<file path="src/rtl/alu_arbiter.sv">
// Round-robin arbiter that shares one multi-cycle ALU between the integer execute
// stage (port 0) and the FP/multiply issue path (port 1), holding each response until it is consumed.
module alu_arbiter #(
  parameter int MUL_CYCLES = 2,
  parameter int DIV_CYCLES = 8,
  parameter int FP_CYCLES  = 3
) (
  input  logic        clk,
  input  logic        reset,

  input  logic        req0_valid,
  output logic        req0_ready,
  input  logic [31:0] req0_a,
  input  logic [31:0] req0_b,
  input  logic [3:0]  req0_op,

  input  logic        req1_valid,
  output logic        req1_ready,
  input  logic [31:0] req1_a,
  input  logic [31:0] req1_b,
  input  logic [3:0]  req1_op,

  output logic        rsp0_valid,
  input  logic        rsp0_ready,
  output logic        rsp1_valid,
  input  logic        rsp1_ready,
  output logic [31:0] rsp_result,
  output logic [31:0] rsp_result_hi,
  output logic [3:0]  rsp_flags,

  output logic [31:0] alu_a,
  output logic [31:0] alu_b,
  output logic [3:0]  alu_ctl,
  input  logic [31:0] alu_result,
  input  logic [31:0] alu_result_hi,
  input  logic [3:0]  alu_flags,

  output logic        busy
);

  localparam logic [1:0] S_IDLE = 2'd0;
  localparam logic [1:0] S_EXEC = 2'd1;
  localparam logic [1:0] S_RESP = 2'd2;

  localparam logic [3:0] OP_DIV   = 4'b0100;
  localparam logic [3:0] OP_UMUL  = 4'b0101;
  localparam logic [3:0] OP_SMUL  = 4'b0110;
  localparam logic [3:0] OP_MUL   = 4'b0111;
  localparam logic [3:0] OP_FADDS = 4'b1000;
  localparam logic [3:0] OP_FMULS = 4'b1001;

  // Counter preload values are latency minus one: cnt==0 marks the final EXEC cycle.
  localparam logic [3:0] MUL_M1 = 4'(MUL_CYCLES - 1);
  localparam logic [3:0] DIV_M1 = 4'(DIV_CYCLES - 1);
  localparam logic [3:0] FP_M1  = 4'(FP_CYCLES - 1);

  logic [1:0]  state_q, state_d;
  logic        last_grant_q, last_grant_d;
  logic        owner_q, owner_d;
  logic [3:0]  cnt_q, cnt_d;
  logic [31:0] a_q, a_d;
  logic [31:0] b_q, b_d;
  logic [3:0]  op_q, op_d;
  logic [31:0] res_q, res_d;
  logic [31:0] res_hi_q, res_hi_d;
  logic [3:0]  flags_q, flags_d;

  logic        any_valid;
  logic        grant;
  logic        accept;
  logic [31:0] sel_a;
  logic [31:0] sel_b;
  logic [3:0]  sel_op;
  logic        div_zero;
  logic        owner_rsp_ready;

  function automatic logic [3:0] lat_m1(input logic [3:0] op, input logic [31:0] b);
    case (op)
      OP_DIV:                   return (b == 32'd0) ? 4'd0 : DIV_M1;
      OP_UMUL, OP_SMUL, OP_MUL: return MUL_M1;
      OP_FADDS, OP_FMULS:       return FP_M1;
      default:                  return 4'd0;
    endcase
  endfunction

  // On a tie the port that did not win last time is served.
  assign any_valid = req0_valid | req1_valid;
  assign grant     = (req0_valid & req1_valid) ? ~last_grant_q : req1_valid;
  assign accept    = (state_q == S_IDLE) & any_valid;

  assign sel_a  = grant ? req1_a  : req0_a;
  assign sel_b  = grant ? req1_b  : req0_b;
  assign sel_op = grant ? req1_op : req0_op;

  assign div_zero        = (op_q == OP_DIV) && (b_q == 32'd0);
  assign owner_rsp_ready = owner_q ? rsp1_ready : rsp0_ready;

  // NOTE: every variable gets a default at the top of the block so no path leaves
  // it unassigned; otherwise synthesis infers a latch.
  always_comb begin
    state_d      = state_q;
    last_grant_d = last_grant_q;
    owner_d      = owner_q;
    cnt_d        = cnt_q;
    a_d          = a_q;
    b_d          = b_q;
    op_d         = op_q;
    res_d        = res_q;
    res_hi_d     = res_hi_q;
    flags_d      = flags_q;

    case (state_q)
      S_IDLE: begin
        if (accept) begin
          a_d          = sel_a;
          b_d          = sel_b;
          op_d         = sel_op;
          owner_d      = grant;
          last_grant_d = grant;
          cnt_d        = lat_m1(sel_op, sel_b);
          state_d      = S_EXEC;
        end
      end
      S_EXEC: begin
        if (cnt_q != 4'd0) begin
          cnt_d = cnt_q - 4'd1;
        end else begin
          res_d    = div_zero ? 32'hFFFF_FFFF : alu_result;
          res_hi_d = div_zero ? 32'd0         : alu_result_hi;
          flags_d  = div_zero ? 4'b1000       : alu_flags;
          state_d  = S_RESP;
        end
      end
      S_RESP: begin
        if (owner_rsp_ready) begin
          state_d = S_IDLE;
        end
      end
      default: state_d = S_IDLE;
    endcase
  end

  // NOTE: sequential state uses non-blocking assignments so every flop samples
  // the pre-edge values regardless of statement order.
  // NOTE: operand and response registers are reset too, because they drive the
  // alu_* and rsp_* outputs directly and must read 0 while reset is asserted.
  always_ff @(posedge clk or negedge reset) begin
    if (!reset) begin
      state_q      <= S_IDLE;
      last_grant_q <= 1'b1;
      owner_q      <= 1'b0;
      cnt_q        <= 4'd0;
      a_q          <= 32'd0;
      b_q          <= 32'd0;
      op_q         <= 4'd0;
      res_q        <= 32'd0;
      res_hi_q     <= 32'd0;
      flags_q      <= 4'd0;
    end else begin
      state_q      <= state_d;
      last_grant_q <= last_grant_d;
      owner_q      <= owner_d;
      cnt_q        <= cnt_d;
      a_q          <= a_d;
      b_q          <= b_d;
      op_q         <= op_d;
      res_q        <= res_d;
      res_hi_q     <= res_hi_d;
      flags_q      <= flags_d;
    end
  end

  // Readies are gated by reset because the reset state itself is IDLE.
  assign req0_ready = reset & accept & ~grant;
  assign req1_ready = reset & accept &  grant;

  assign rsp0_valid    = (state_q == S_RESP) & ~owner_q;
  assign rsp1_valid    = (state_q == S_RESP) &  owner_q;
  assign rsp_result    = res_q;
  assign rsp_result_hi = res_hi_q;
  assign rsp_flags     = flags_q;

  assign alu_a   = a_q;
  assign alu_b   = b_q;
  assign alu_ctl = op_q;

  assign busy = (state_q != S_IDLE);

endmodule

</file>
<file path="config.mk">
export PLATFORM = sky130hd
export DESIGN_NAME = alu_arbiter
export DESIGN_NICKNAME = d
export VERILOG_FILES = /design/src/rtl/alu_arbiter.sv
export SDC_FILE = /design/constraint.sdc
export NUM_CORES = 1
export LEC_CHECK = 0
export BUFFER_PORTS_ARGS = -buffer_cell sky130_fd_sc_hd__buf_2
export CORE_AREA = 2 2 135 137
export CTS_BUF_LIST = sky130_fd_sc_hd__clkbuf_16
export CTS_CLUSTER_SIZE = 10
export DETAILED_ROUTE_END_ITERATION = 8
export DIE_AREA = 0 0 137 139
export GPL_TIMING_DRIVEN = 0
export PLACE_DENSITY_LB_ADDON = 0.12
export SLEW_MARGIN = 20
export SYNTH_ARGS = -nofsm -noshare
export SYNTH_HDL_FRONTEND = slang
export SYNTH_SLANG_ARGS = --single-unit
export TNS_END_PERCENT = 30
</file>
<file path="constraint.sdc">
create_clock -name clk -period 4.9 [get_ports clk]
set_input_delay 0.49 -clock clk [delete_from_list [all_inputs] [get_ports clk]]
set_output_delay 0.49 -clock clk [all_outputs]
set_load 0.05 [all_outputs]
</file>
==> summary.json <==
{
  "detailedRoute.firstPassIterationCount": {"value": 5},
  "yosysWarningCount": {"value": 0},
  "num_vias": {"value": 6208},
  "final-hold-violation-count": {"value": 1},
  "yosys.area_share.xor_xnor": {"value": 0, "unit": "%"},
  "cts.path.max_buffers": {"value": 2},
  "final_antenna_net_count": {"value": 0},
  "layout.nets": {"value": 1207},
  "worst-endpoint-required": {"value": 4410, "unit": "ps"},
  "failed_checks": {"value": "hold timing"},
  "final-setup-viol-count": {"value": 0},
  "final.setup.tns": {"value": 0, "unit": "ps"},
  "start_util": {"value": 35.1, "unit": "%"},
  "layout_fillers": {"value": 1716},
  "final.hold.worst_slack": {"value": -0.421, "unit": "ps"},
  "final_core_util": {"value": 50.7, "unit": "%"},
  "synth_top_area_share": {"value": 57.8, "unit": "%"},
  "wl_per_cell": {"value": 17.9, "unit": "microns"},
  "switching_share": {"value": 51.1, "unit": "%"},
  "grt_setup_unrepaired": {"value": "false"},
  "die_area": {"value": 19000, "unit": "sq um"},
  "post-route-min-period": {"value": 2860, "unit": "ps"},
  "clock_tree_from_tritoncts": {"value": "done"},
  "synth_compound_gate_area_share": {"value": 18.8, "unit": "%"},
  "final_replace_weighted_congestion": {"value": 0.864},
  "crit_path_capture_type": {"value": "primary output"},
  "overflow": {"value": 0},
  "clkTransAtPathRegs": {"value": 60, "unit": "ps"},
  "post_synth_num_cell_types": {"value": 42},
  "cts_hold_repair.buffers": {"value": 0},
  "drc_violation_count_after_routing": {"value": 0},
  "syn-num-nets": {"value": 837},
  "critical_path_class": {"value": "flop to primary output"},
  "power.share.combinational": {"value": 53.6, "unit": "%"},
  "synthAdderAreaFrac": {"value": 0.202, "unit": "%"},
  "synth_common_cells": {"value": "sky130_fd_sc_hd__nand2_1, sky130_fd_sc_hd__dfrtp_1, sky130_fd_sc_hd__nor2_1"},
  "worst_slew_pin_slew": {"value": 582, "unit": "ps"},
  "clkLatencyLatePin": {"value": 430, "unit": "ps"},
  "share_seq_of_total_power": {"value": 27.3, "unit": "%"},
  "first_global_vias": {"value": 6195},
  "drt_iter0_markers": {"value": 277},
  "detailedPlace.worstSlack": {"value": 2180, "unit": "ps"},
  "synth_ff_type": {"value": "sky130_fd_sc_hd__dfrtp_1"},
  "n_antenna_cell": {"value": 0},
  "path_max_fanout": {"value": 10},
  "share_of_synthesized_area_spent_on_multiplexers": {"value": 0.162, "unit": "%"},
  "core": {"value": 17700, "unit": "sq um"},
  "clock_sink_count": {"value": 144},
  "globalRouteTotalUtil": {"value": 23.4, "unit": "%"},
  "cts-buffers-inserted": {"value": 17},
  "clockRootBuffer": {"value": "sky130_fd_sc_hd__clkbuf_16"},
  "power-per-cell-area": {"value": 882, "unit": "nW/um^2"},
  "final_critical_path_setup_slack": {"value": 2040, "unit": "ps"},
  "cts_max_level": {"value": 4},
  "synth-edff-count": {"value": 0},
  "synth_simple_gate_area_share": {"value": 18.9, "unit": "%"},
  "post_cts.repair.setup_buffers": {"value": 0},
  "antenna_found_initial": {"value": 1},
  "cap_viol_max_count": {"value": 0},
  "slew_headroom": {"value": 61.2, "unit": "%"},
  "critPathArrivalTime": {"value": 2370, "unit": "ps"},
  "synth.avg_cell_area": {"value": 9.90, "unit": "sq um"},
  "cp-start-kind": {"value": "flop"},
  "internal_power": {"value": 3.86, "unit": "mW"},
  "yosys_register_bits": {"value": 144},
  "number_of_top_level_pins": {"value": 351},
  "syn_inst": {"value": 626},
  "grt_start_max_net_pins": {"value": 78},
  "timing_max_transition_violations_final": {"value": 0},
  "via_per_inst": {"value": 5.01},
  "drive_gt1_share": {"value": 40.5, "unit": "%"},
  "min_period_over_period": {"value": 58.5, "unit": "%"},
  "vdd_drop_max": {"value": 0.415, "unit": "mV"},
  "post_synth_instance_area": {"value": 6190, "unit": "sq um"},
  "holdCritPathClass": {"value": "primary input to async pin"},
  "floorplan_die_height": {"value": 139, "unit": "microns"},
  "final.setup_skew": {"value": 11.7, "unit": "ps"},
  "numPortBuffers": {"value": 350},
  "cts.repair.resized": {"value": 0},
  "netlist.top_cell.by_area": {"value": "sky130_fd_sc_hd__dfrtp_1"},
  "synth_most_common_cell": {"value": "sky130_fd_sc_hd__nand2_1"},
  "power.clock.fraction": {"value": 19.1, "unit": "%"},
  "area_growth": {"value": 44.5, "unit": "%"},
  "synth.yosys.seq_area_share": {"value": 58.2, "unit": "%"},
  "grt_first_pass_wirelength": {"value": 34400, "unit": "microns"},
  "power.switching": {"value": 4.04, "unit": "mW"},
  "floorplan.die.width": {"value": 137, "unit": "microns"},
  "postSynth.asyncResetShare": {"value": 100, "unit": "%"},
  "std_cell_rows": {"value": 49},
  "maxClockFrequency": {"value": 0.349, "unit": "GHz"},
  "dp_hpwl": {"value": 17000, "unit": "microns"},
  "netlist_top_cells_area": {"value": "sky130_fd_sc_hd__dfrtp_1, sky130_fd_sc_hd__nand2_1, sky130_fd_sc_hd__a31oi_1, sky130_fd_sc_hd__a22o_1, sky130_fd_sc_hd__nor2_1"},
  "leakagePower": {"value": 4.36, "unit": "nW"},
  "run_status": {"value": "finished, violations left"},
  "drt_wl_total": {"value": 22200, "unit": "microns"},
  "dominant_combinational_cell_family_by_area_after_synthesis": {"value": "simple AND/OR/NAND/NOR gates"}
}
-- critical path, stage by stage, from the launching register on --
cell and delay (ps):
sky130_fd_sc_hd__dfrtp_1 400, sky130_fd_sc_hd__nor2_2 220, sky130_fd_sc_hd__inv_2 90, sky130_fd_sc_hd__nor2_1 350, sky130_fd_sc_hd__clkbuf_1 410, sky130_fd_sc_hd__and3_1 210, sky130_fd_sc_hd__buf_2 270
-- flip-flops by register name, summed over array words and instances (netlist names) --
register	count
alu_a	32
alu_b	32
rsp_result	32
rsp_result_hi	32
alu_ctl	4
cnt_q	4
rsp_flags	4
state_q	2
last_grant_q	1
owner_q	1
-- power groups by stage --
stage | Clock [mW] | Combinational (mW) | Sequential (mW)
finish | 1.51 | 4.23 | 2.16
global route | 1.59 | 4.51 | 2.23
CTS | 1.54 | 4.27 | 2.16
detailed placement | 0 | 4.27 | 2.17
global placement | 0 | 4.25 | 2.16
floorplan | 0 | 1.24 | 4.04
-- metal layers --
layer	vias up	GRT usage [%]	part of all wire (%)
met5	-	0	0
met3	18	7.68	8.7
met2	256	39.3	49
li1	2987	-	-
met4	0	5.97	1.3
met1	2947	29.0	41
-- worst paths after layout --
kind	start	slack [ps]	cells past startpoint	to
setup reg to reg	alu_b[2]$_DFFE_PN0P_	2690	6	rsp_result_hi[2]$_DFFE_PN0P_
hold / removal	reset	-0.4	1	rsp_result_hi[26]$_DFFE_PN0P_
setup / recovery	state_q[0]$_DFFE_PN0P_	2040	6	req0_ready
min in group clk	alu_result[21]	270	2	rsp_result[21]$_DFFE_PN0P_
hold reg to reg	rsp_result_hi[27]$_DFFE_PN0P_	500	1	rsp_result_hi[27]$_DFFE_PN0P_
max in group asynchronous	reset	4100	2	alu_b[26]$_DFFE_PN0P_
-- cell usage in the layout, fill, tap and decap left out, drive strengths merged, types with 3 or more instances in the layout --
cell,n
nand2,144
buf,374
nand3,4
clkinv,4
nand4,4
nor3,4
o21ai,5
inv,10
nor4,26
nor2,81
clkbuf,38
a21oi,3
a31oi,70
nand2b,4
bufinv,6
a22o,35
o22a,33
dfrtp,143
-- through the flow --
step                instances  area [sq um]  power (mW)  hold WS [ps]
finish                   1238          8950        7.89        -0.421
floorplan                 626          6190        5.28           194
CTS                      1238          8950        7.97          42.6
global placement         1205          8230        6.41           484
detailed placement       1206          8270        6.44           486
global route             1238          8950        8.33          55.1
-- area by class of cell --
| cell class | count | area, sq um | share of cell area, % |
|---|---|---|---|
| Clock buffer | 17 | 425 | 4.75 |
| Inverter | 5 | 18.8 | 0.210 |
| Sequential cell | 144 | 3600 | 40.3 |
| Tap cell | 229 | 287 | 3.20 |
| Buffer | 44 | 211 | 2.36 |
| Timing Repair Buffer | 351 | 1790 | 20.0 |
| Multi-Input combinational cell | 433 | 2360 | 26.4 |
| Clock inverter | 15 | 256 | 2.87 |
-- kinds of logic after synthesis --
family / after synthesis
AND/OR/NAND/NOR: 274
AO/OA/AOI/OAI: 157
flip-flops: 144
buffers and inverters: 49
multiplexers: 1
adder cells (fa/ha/maj): 1
No activity file was read; power rests on OpenSTA's default activity.
